`src/rtl/reg_read_scoreboard.sv`:
```
// Register read scoreboard: per-register in-flight write counters, decode stall and ID operand select.
// Optional same-cycle writeback bypass is enabled by defining SB_BYPASS_EN.
module reg_read_scoreboard #(
  parameter int DW = 32,
  parameter int AW = 5,
  parameter int CW = 2
) (
  input  logic              clk,
  input  logic              rst,
  input  logic              id_valid,
  input  logic [AW-1:0]     id_rs,
  input  logic [AW-1:0]     id_rt,
  input  logic              id_use_rs,
  input  logic              id_use_rt,
  input  logic              id_wr_en,
  input  logic [AW-1:0]     id_rd,
  input  logic [DW-1:0]     rf_rd1,
  input  logic [DW-1:0]     rf_rd2,
  input  logic              wb_we,
  input  logic [AW-1:0]     wb_wa,
  input  logic [DW-1:0]     wb_wd,
  output logic              stall,
  output logic              issue,
  output logic [DW-1:0]     op_a,
  output logic [DW-1:0]     op_b,
  output logic [2**AW-1:0]  pend_mask,
  output logic              sb_err
);

  localparam int            NREG     = 2**AW;
  localparam logic [CW-1:0] MAX_PEND = '1;

  logic [CW-1:0] cnt_q [NREG];
  logic [CW-1:0] cnt_d [NREG];
  logic          err_q, err_d;
  logic [NREG-1:0] pend_vec;
  logic          wb_hit, wb_dec, sat_stall, inc_any;

  // A writeback only retires an in-flight write if one is actually counted.
  assign wb_hit = wb_we & (wb_wa != '0);
  assign wb_dec = wb_hit & (cnt_q[wb_wa] != '0);

  always_comb begin
    pend_vec = '0;
    for (int r = 1; r < NREG; r++) begin
      pend_vec[r] = (cnt_q[r] != '0);
`ifdef SB_BYPASS_EN
      if ((cnt_q[r] == CW'(1)) && wb_we && (wb_wa == AW'(r)))
        pend_vec[r] = 1'b0;
`endif
    end
  end

  // Refuse issue when the destination counter is full, unless a retire frees a slot now.
  assign sat_stall = id_wr_en & (id_rd != '0) & (cnt_q[id_rd] == MAX_PEND)
                   & ~(wb_dec & (wb_wa == id_rd));

  assign stall = id_valid & ((id_use_rs & pend_vec[id_rs])
                           | (id_use_rt & pend_vec[id_rt])
                           | sat_stall);
  assign issue   = id_valid & ~stall;
  assign inc_any = issue & id_wr_en & (id_rd != '0);

  always_comb begin
    for (int r = 0; r < NREG; r++) begin
      cnt_d[r] = cnt_q[r];
      if (r == 0) begin
        cnt_d[r] = '0;
      end else begin
        case ({inc_any && (id_rd == AW'(r)), wb_dec && (wb_wa == AW'(r))})
          2'b10:   cnt_d[r] = cnt_q[r] + CW'(1);
          2'b01:   cnt_d[r] = cnt_q[r] - CW'(1);
          default: cnt_d[r] = cnt_q[r];
        endcase
      end
    end
  end

  assign err_d = err_q | (wb_hit & (cnt_q[wb_wa] == '0));

  always_ff @(posedge clk or negedge rst) begin
    if (!rst) begin
      for (int r = 0; r < NREG; r++) cnt_q[r] <= '0;
      err_q <= 1'b0;
    end else begin
      for (int r = 0; r < NREG; r++) cnt_q[r] <= cnt_d[r];
      err_q <= err_d;
    end
  end

  always_comb begin
    for (int r = 0; r < NREG; r++) pend_mask[r] = (cnt_q[r] != '0);
  end
  assign sb_err = err_q;

  always_comb begin
    op_a = (id_rs == '0) ? '0 : rf_rd1;
    op_b = (id_rt == '0) ? '0 : rf_rd2;
`ifdef SB_BYPASS_EN
    if (wb_hit && (wb_wa == id_rs)) op_a = wb_wd;
    if (wb_hit && (wb_wa == id_rt)) op_b = wb_wd;
`endif
  end

`ifndef SB_BYPASS_EN
  logic unused_wd;
  assign unused_wd = ^wb_wd;
`endif

endmodule

```
`config.mk`:
```
export PLATFORM = sky130hd
export DESIGN_NAME = reg_read_scoreboard
export DESIGN_NICKNAME = d
export VERILOG_FILES = /design/src/rtl/reg_read_scoreboard.sv
export SDC_FILE = /design/constraint.sdc
export NUM_CORES = 1
export LEC_CHECK = 0
export ABC_CLOCK_PERIOD_IN_PS = 4100
export CAP_MARGIN = 10
export CORE_ASPECT_RATIO = 1.2
export CORE_UTILIZATION = 30
export DETAILED_ROUTE_END_ITERATION = 7
export PLACE_DENSITY = 0.7
export SLEW_MARGIN = 20
export SYNTH_ARGS = -nofsm -noshare
export SYNTH_HDL_FRONTEND = slang
export SYNTH_SLANG_ARGS = --single-unit
```
`constraint.sdc`:
```
create_clock -name clk -period 4.1 [get_ports clk]
set_input_delay 0.41 -clock clk [delete_from_list [all_inputs] [get_ports clk]]
set_output_delay 0.41 -clock clk [all_outputs]
set_load 0.1 [all_outputs]
```
### After elaboration in Yosys (flattened, before gate mapping)

Cells that the tools add are included.

| cells by class | value |
|---|---|
| divide/modulo/power cells | 0 |
| reduce and logical (&&, ||, !) cells | 130 |
| $add $sub $neg | 62 |
| bitwise operators | 20 |
| multiply operators | 0 |
| equality and inequality tests | 126 |
| multiplexer cells | 43 |
| shift-type cells | 0 |
| order comparisons | 4 |

Operators with widths:

| operator | number |
|---|---|
| == test 5 bit, second input constant | 32 |
| nonzero test 2 bit | 63 |
| one-hot mux 2 bit (2 select lines) | 31 |
| == test 5 x 4 -> 1 bit, second input constant | 16 |
| == test 2 bit, second input constant | 32 |
| two-way mux 32 bit | 2 |
| adder 2 x 1 -> 2 bit, second input constant | 31 |
| == test 2 x 1 -> 1 bit, second input constant | 31 |
| logical AND 1 bit | 62 |
| subtractor 2 x 1 -> 2 bit, second input constant | 31 |
| == test 5 x 3 -> 1 bit, second input constant | 8 |
| binary-select mux 2 bit (select 5 bit) | 2 |
| == test 5 x 2 -> 1 bit, second input constant | 4 |
| bitwise AND 1 bit | 13 |
| >= comparator 6 bit, second input constant | 2 |
| less-than comparator 5 x 6 -> 1 bit, second input constant | 2 |
| inverter 5 -> 6 bit | 2 |
| binary-select mux 1 bit (select 5 bit) | 2 |
| == test 5 x 1 -> 1 bit, second input constant | 2 |
| logical NOT 5 bit | 2 |
| nonzero test 5 bit | 2 |
| two-way mux 2 bit | 4 |
| == test 5 bit | 1 |
| OR 1 bit | 3 |
| other kinds (3) | 5 |

| storage, ports and cells | value |
|---|---|
| bits in latches | 0 |
| bits of input ports | 123 |
| memories | 0 |
| flip-flop bits (word level) | 63 |
| logic and storage cells | 417 |
| ROM bits | 0 |
| bits in writable memories | 0 |

### Longest topological paths before layout

Gate-level depths: netlist of run 1.

| logic depth | value |
|---|---|
| depth in word-level cells | 18 |
| mapped depth | 14 |
| gate-level depth less buffers | 11 |

### Worst setup path after synthesis of run 1

No wires, ideal clock.

| timing | value |
|---|---|
| path kind | register -> output |
| from | reg cnt_q[42] (netlist bit) |
| to | out stall |
| data arrival time | 2903 ps |
| path buffers | 0 |
| path slack | 787 ps |
| stages on the path, launching flop included | 8 |
| cell sequence | dfrtp_1 nor2_1 inv_1 o2111a_1 or4_1 nand3_1 a221oi_4 and2b_1 |

RTL lines:

| item | line | RTL |
|---|---|---|
| from (decl) | 33 | `logic [CW-1:0] cnt_q [NREG];` |
| nonzero test 2 bit * | - |  |
| via pend_mask[10] | 26 | `output logic [2**AW-1:0] pend_mask,` |
| binary-select mux 1 bit (select 5 bit) (on tied branches) | 58, 59 |  |
| two-way mux 1 bit (on tied branches) | 58, 59 |  |
| bitwise AND 1 bit (on tied branches) | 58, 59 |  |
| OR 1 bit * | 59 | `\| (id_use_rt & pend_vec[id_rt])` |
| OR 1 bit * | 60 | `\| sat_stall);` |
| bitwise AND 1 bit * | 58 | `assign stall = id_valid & ((id_use_rs & pend_vec[id_rs])` |
| to (decl) | 22 | `output logic stall,` |

The timed path passes the listed nets; every way through them passes the cells marked *. The select of a mux whose other input is x is not followed.

### Worst setup path after layout of run 1

| timing | value |
|---|---|
| from | in id_rd[0] |
| to | out stall |

| on the way | value |
|---|---|
| longest elaborated chain between the ends | 9 |

Ends and longest elaborated chain:

| item | line | RTL |
|---|---|---|
| from (decl) | 16 | `input logic [AW-1:0] id_rd,` |
| inverter 5 -> 6 bit (implied by the code) | 55 | `assign sat_stall = id_wr_en & (id_rd != '0) & (cnt_q[id_rd] == MAX_PEND)` |
| binary-select mux 2 bit (select 5 bit) | 55 |  |
| two-way mux 2 bit (implied by the code) (2 in a row) | 55 |  |
| == test 2 bit | 55 |  |
| bitwise AND 1 bit | 55 |  |
| bitwise AND 1 bit * | 56 | `& ~(wb_dec & (wb_wa == id_rd));` |
| OR 1 bit * | 60 |  |
| bitwise AND 1 bit * | 58 |  |

Every way passes the cells marked *; elsewhere a longest branch is shown, timed or not. The select of a mux whose other input is x is not followed.

==> flow_summary.yaml, run 1 <==
run_status:
  outcome: "complete, no violations"
sta:
  final_hold_viol_count: 0
  final.setup_skew_ns: 0.00666
  fin_crit_ns: 3.87
  drv_slew: 0
  clock.fmax_ghz: 0.259
  rsz0062_at_grt: "no"
  worst_pin_slew_ns: 0.999
  slew_headroom_pct: 33.2
  setup_slack_ns: 0.234
  period_share_pct: 94.3
  setup_viol: 0
  tns_ns: 0
logic_synthesis:
  yosys_register_bits: 63
  ys_async_sr_fraction_pct: 100
  syn_inst: 618
  synth_commonest_cells: "96 x nor2_1, 65 x xnor2_1, 63 x dfrtp_1"
  seq_area_frac_synth_pct: 28.3
  yosysWarnings: 0
  syn_avg_cell_area_sq_um: 9.01
  synth_edf_count: 0
  synthTopCellsByArea: "dfrtp_1 28%, xnor2_1 10%, mux4_2 9.7%"
  ys.flop_type: "dfrtp_1"
  netlist_area_sq_um: 5570
  syn_nets: 772
  synthDistinctLibCells: 50
  synth.top_cell.area_share_pct: 28.3
  yosysTopAreaCell: "dfrtp_1"
  synthMostInstantiatedCell: "nor2_1"
power:
  pwr-share-seq_pct: 20.8
  clkPwrFrac_pct: 13.1
  p_leak_nw: 3.40
  p_sw_mw: 3.40
  internal_power_mw: 2.64
  swShare_pct: 56.3
  powerDensity_nw_per_um2: 766
  peakVddDrop_v: 0.000783
  comb_power_share_pct: 66.0
cells_and_area:
  drive_above_1_share_pct: 17.0
  nets: 954
  multi_input_area_sq_um: 3690
  num-fill-cells: 1770
  area_growth_pct: 41.5
  area.sequential_sq_um: 1580
worst_setup_path:
  crit_chain: "clkdlybuf4s50_1 > buf_4 > mux4_1 > a32o_1 > a22o_1 > a221oi_4 > buf_12 > and2b_1 > buf_12"
  cp_data_required_time_ns: 3.69
  crit_family: "buffers and inverters"
  slowest_stage: "clkdlybuf4s50_1"
  critPathMaxFanout: 33
  worstPathArrival_ns: 3.46
  crit_path_frequent_cell: "buf_12"
  cp-start-kind: "primary input"
  worstSetupPathType: "in -> out"
  max_stage_delay_ns: 0.72
  end_kind: "output pin"
  crit_buf_inv: 4
global_routing:
  grt_max_degree: 34
  grt_overflow_total: 0
  grt_pass1_vias: 5018
  grt_usage_pct: 21.0
  grt_pass1_wl_mm: 29.4
  antenna_found_initial: 5
floorplanning:
  core_area_sq_um: 18200
  num_io_pins: 222
  rows: 54
  start_util_pct: 30.6
  fp.dieW_microns: 126
  die_area_sq_um: 19100
  die_h_microns: 151
clocking:
  clk_pin_slew_ns: 0.06
  cts_root_buf: "clkbuf_16"
  cts_resized: 0
  cts.sinks: 63
  post_cts_buffers: 0
  cts_tree: "yes"
  numCtsBuffers: 9
  clk_latency_ns: 0.34
  htree_levels: 3
  hold_buffers: 0
  clockBufferDepth: 2
drt:
  drc: 0
  firstDrtPassIters: 5
  vias: 5315
  via_per_inst: 5.16
  route.met3.wl_mm: 2.11
  highest_layer: "met4"
  drtAntennaViolNets: 0
  routedLengthMet1_mm: 7.97
  dr.first_iter.drc_count: 409
  met2_length_mm: 9.32
  routedWlPerCell_microns: 19.3
  routed_wl_mm: 19.9
place:
  numPortBuffers: 188
  globalplace.congestion: 0.955
  hpwlAfterDp_mm: 16.4
  pre_cts_slack_ns: 0.151
job:
  maxCapViolCount: 0
worst_hold_path:
  hp-class: "in -> async"
==> placed cells by master, fill, tap and decap left out, drive strengths merged, types with 3 or more instances in the layout <==
cell type and n:
clkdlybuf4s50 121, nand2 22, ha 31, nand2b 5, a211oi 4, xor2 33, a21oi 4, nand3 30
o31ai 3, xnor2 65, nor3b 3, nor2 96, nand4 22, or2 3, or3 4, inv 33
mux4 27, clkbuf 13, o21ai 10, mux2 5, nor3 9, and3 3, nor2b 39, buf 85
dfrtp 63, and2 43, mux2i 3
==> registers in the layout, indices dropped and copies added, names as in the netlist <==
signal,cells
sb_err,1
cnt_q,62
==> final cells by class <==
type                            instances  share of cell area (%)
Sequential cell                        63                    20.0
Inverter                               33                    1.57
Multi-Input combinational cell        487                    46.8
Clock inverter                          3                   0.508
Clock buffer                           13                    3.43
Timing Repair Buffer                  206                    24.1
Tap cell                              224                    3.56
Antenna cell                            1                  0.0318
==> per-stage QoR <==
stage	cell area, sq um	hold slack (ns)	total power [mW]	util [%]	cells
3_3_place_gp	7570	0.458	5.20	41.6	1013
4_1_cts	7880	0.153	6.05	43.3	1029
3_5_place_dp	7570	0.471	5.24	41.6	1013
5_1_grt	7880	0.200	6.30	43.4	1030
6_report	7880	0.128	6.04	43.4	1030
2_1_floorplan	5570	0.114	4.18	-	618
==> per-layer routing <==
layer	GRT usage (%)	vias up
met5	0	-
met4	8.49	0
met3	4.87	28
met2	34.8	304
met1	26.3	2505
li1	-	2478
==> path summary, 6_finish.rpt <==
| path | from | endpoint | slack (ns) | cells past startpoint |
|---|---|---|---|---|
| max | id_rd[0] | stall | 0.23 | 9 |
| max in group asynchronous | rst | cnt_q[55] | 3.06 | 2 |
| min in group clk | sb_err | sb_err | 0.48 | 1 |
| max reg2reg | cnt_q[46] | cnt_q[31] | 0.86 | 11 |
| min reg2reg | sb_err | sb_err | 0.48 | 1 |
| min | rst | cnt_q[12] | 0.13 | 1 |
==> kinds of logic (layout without fill, tap and decap cells) <==
group	Yosys count	in the layout	synth area share (%)
other	1	2	0.0673
buffers and inverters	68	255	5.46
adder cells (fa/ha/maj)	31	31	6.96
XOR/XNOR	98	98	15.4
AO/OA/AOI/OAI	36	36	4.94
flip-flops	63	63	28.3
AND/OR/NAND/NOR	286	286	26.2
multiplexers	35	35	12.7
==> power groups by stage <==
stage                     clock network (mW)  registers [mW]  logic [mW]
after floorplan                            0            1.17        3.01
after global placement                     0            1.24        3.96
after detailed placement                   0            1.26        3.98
after CTS                              0.803            1.25        4.00
after global routing                   0.830            1.31        4.16
final                                  0.793            1.26        3.99
(Power assumes the default switching activity.)
==> run 2, diff against run 1 <==
--- a/config.mk
+++ b/config.mk
@@ -11,6 +11,7 @@
 export CORE_UTILIZATION = 30
 export DETAILED_ROUTE_END_ITERATION = 7
 export PLACE_DENSITY = 0.7
+export SETUP_SLACK_MARGIN = 0.1
 export SLEW_MARGIN = 20
 export SYNTH_ARGS = -nofsm -noshare
 export SYNTH_HDL_FRONTEND = slang
==> results of run 2 <==
The final DEF is identical to that of run 1; final timing and power are the same.
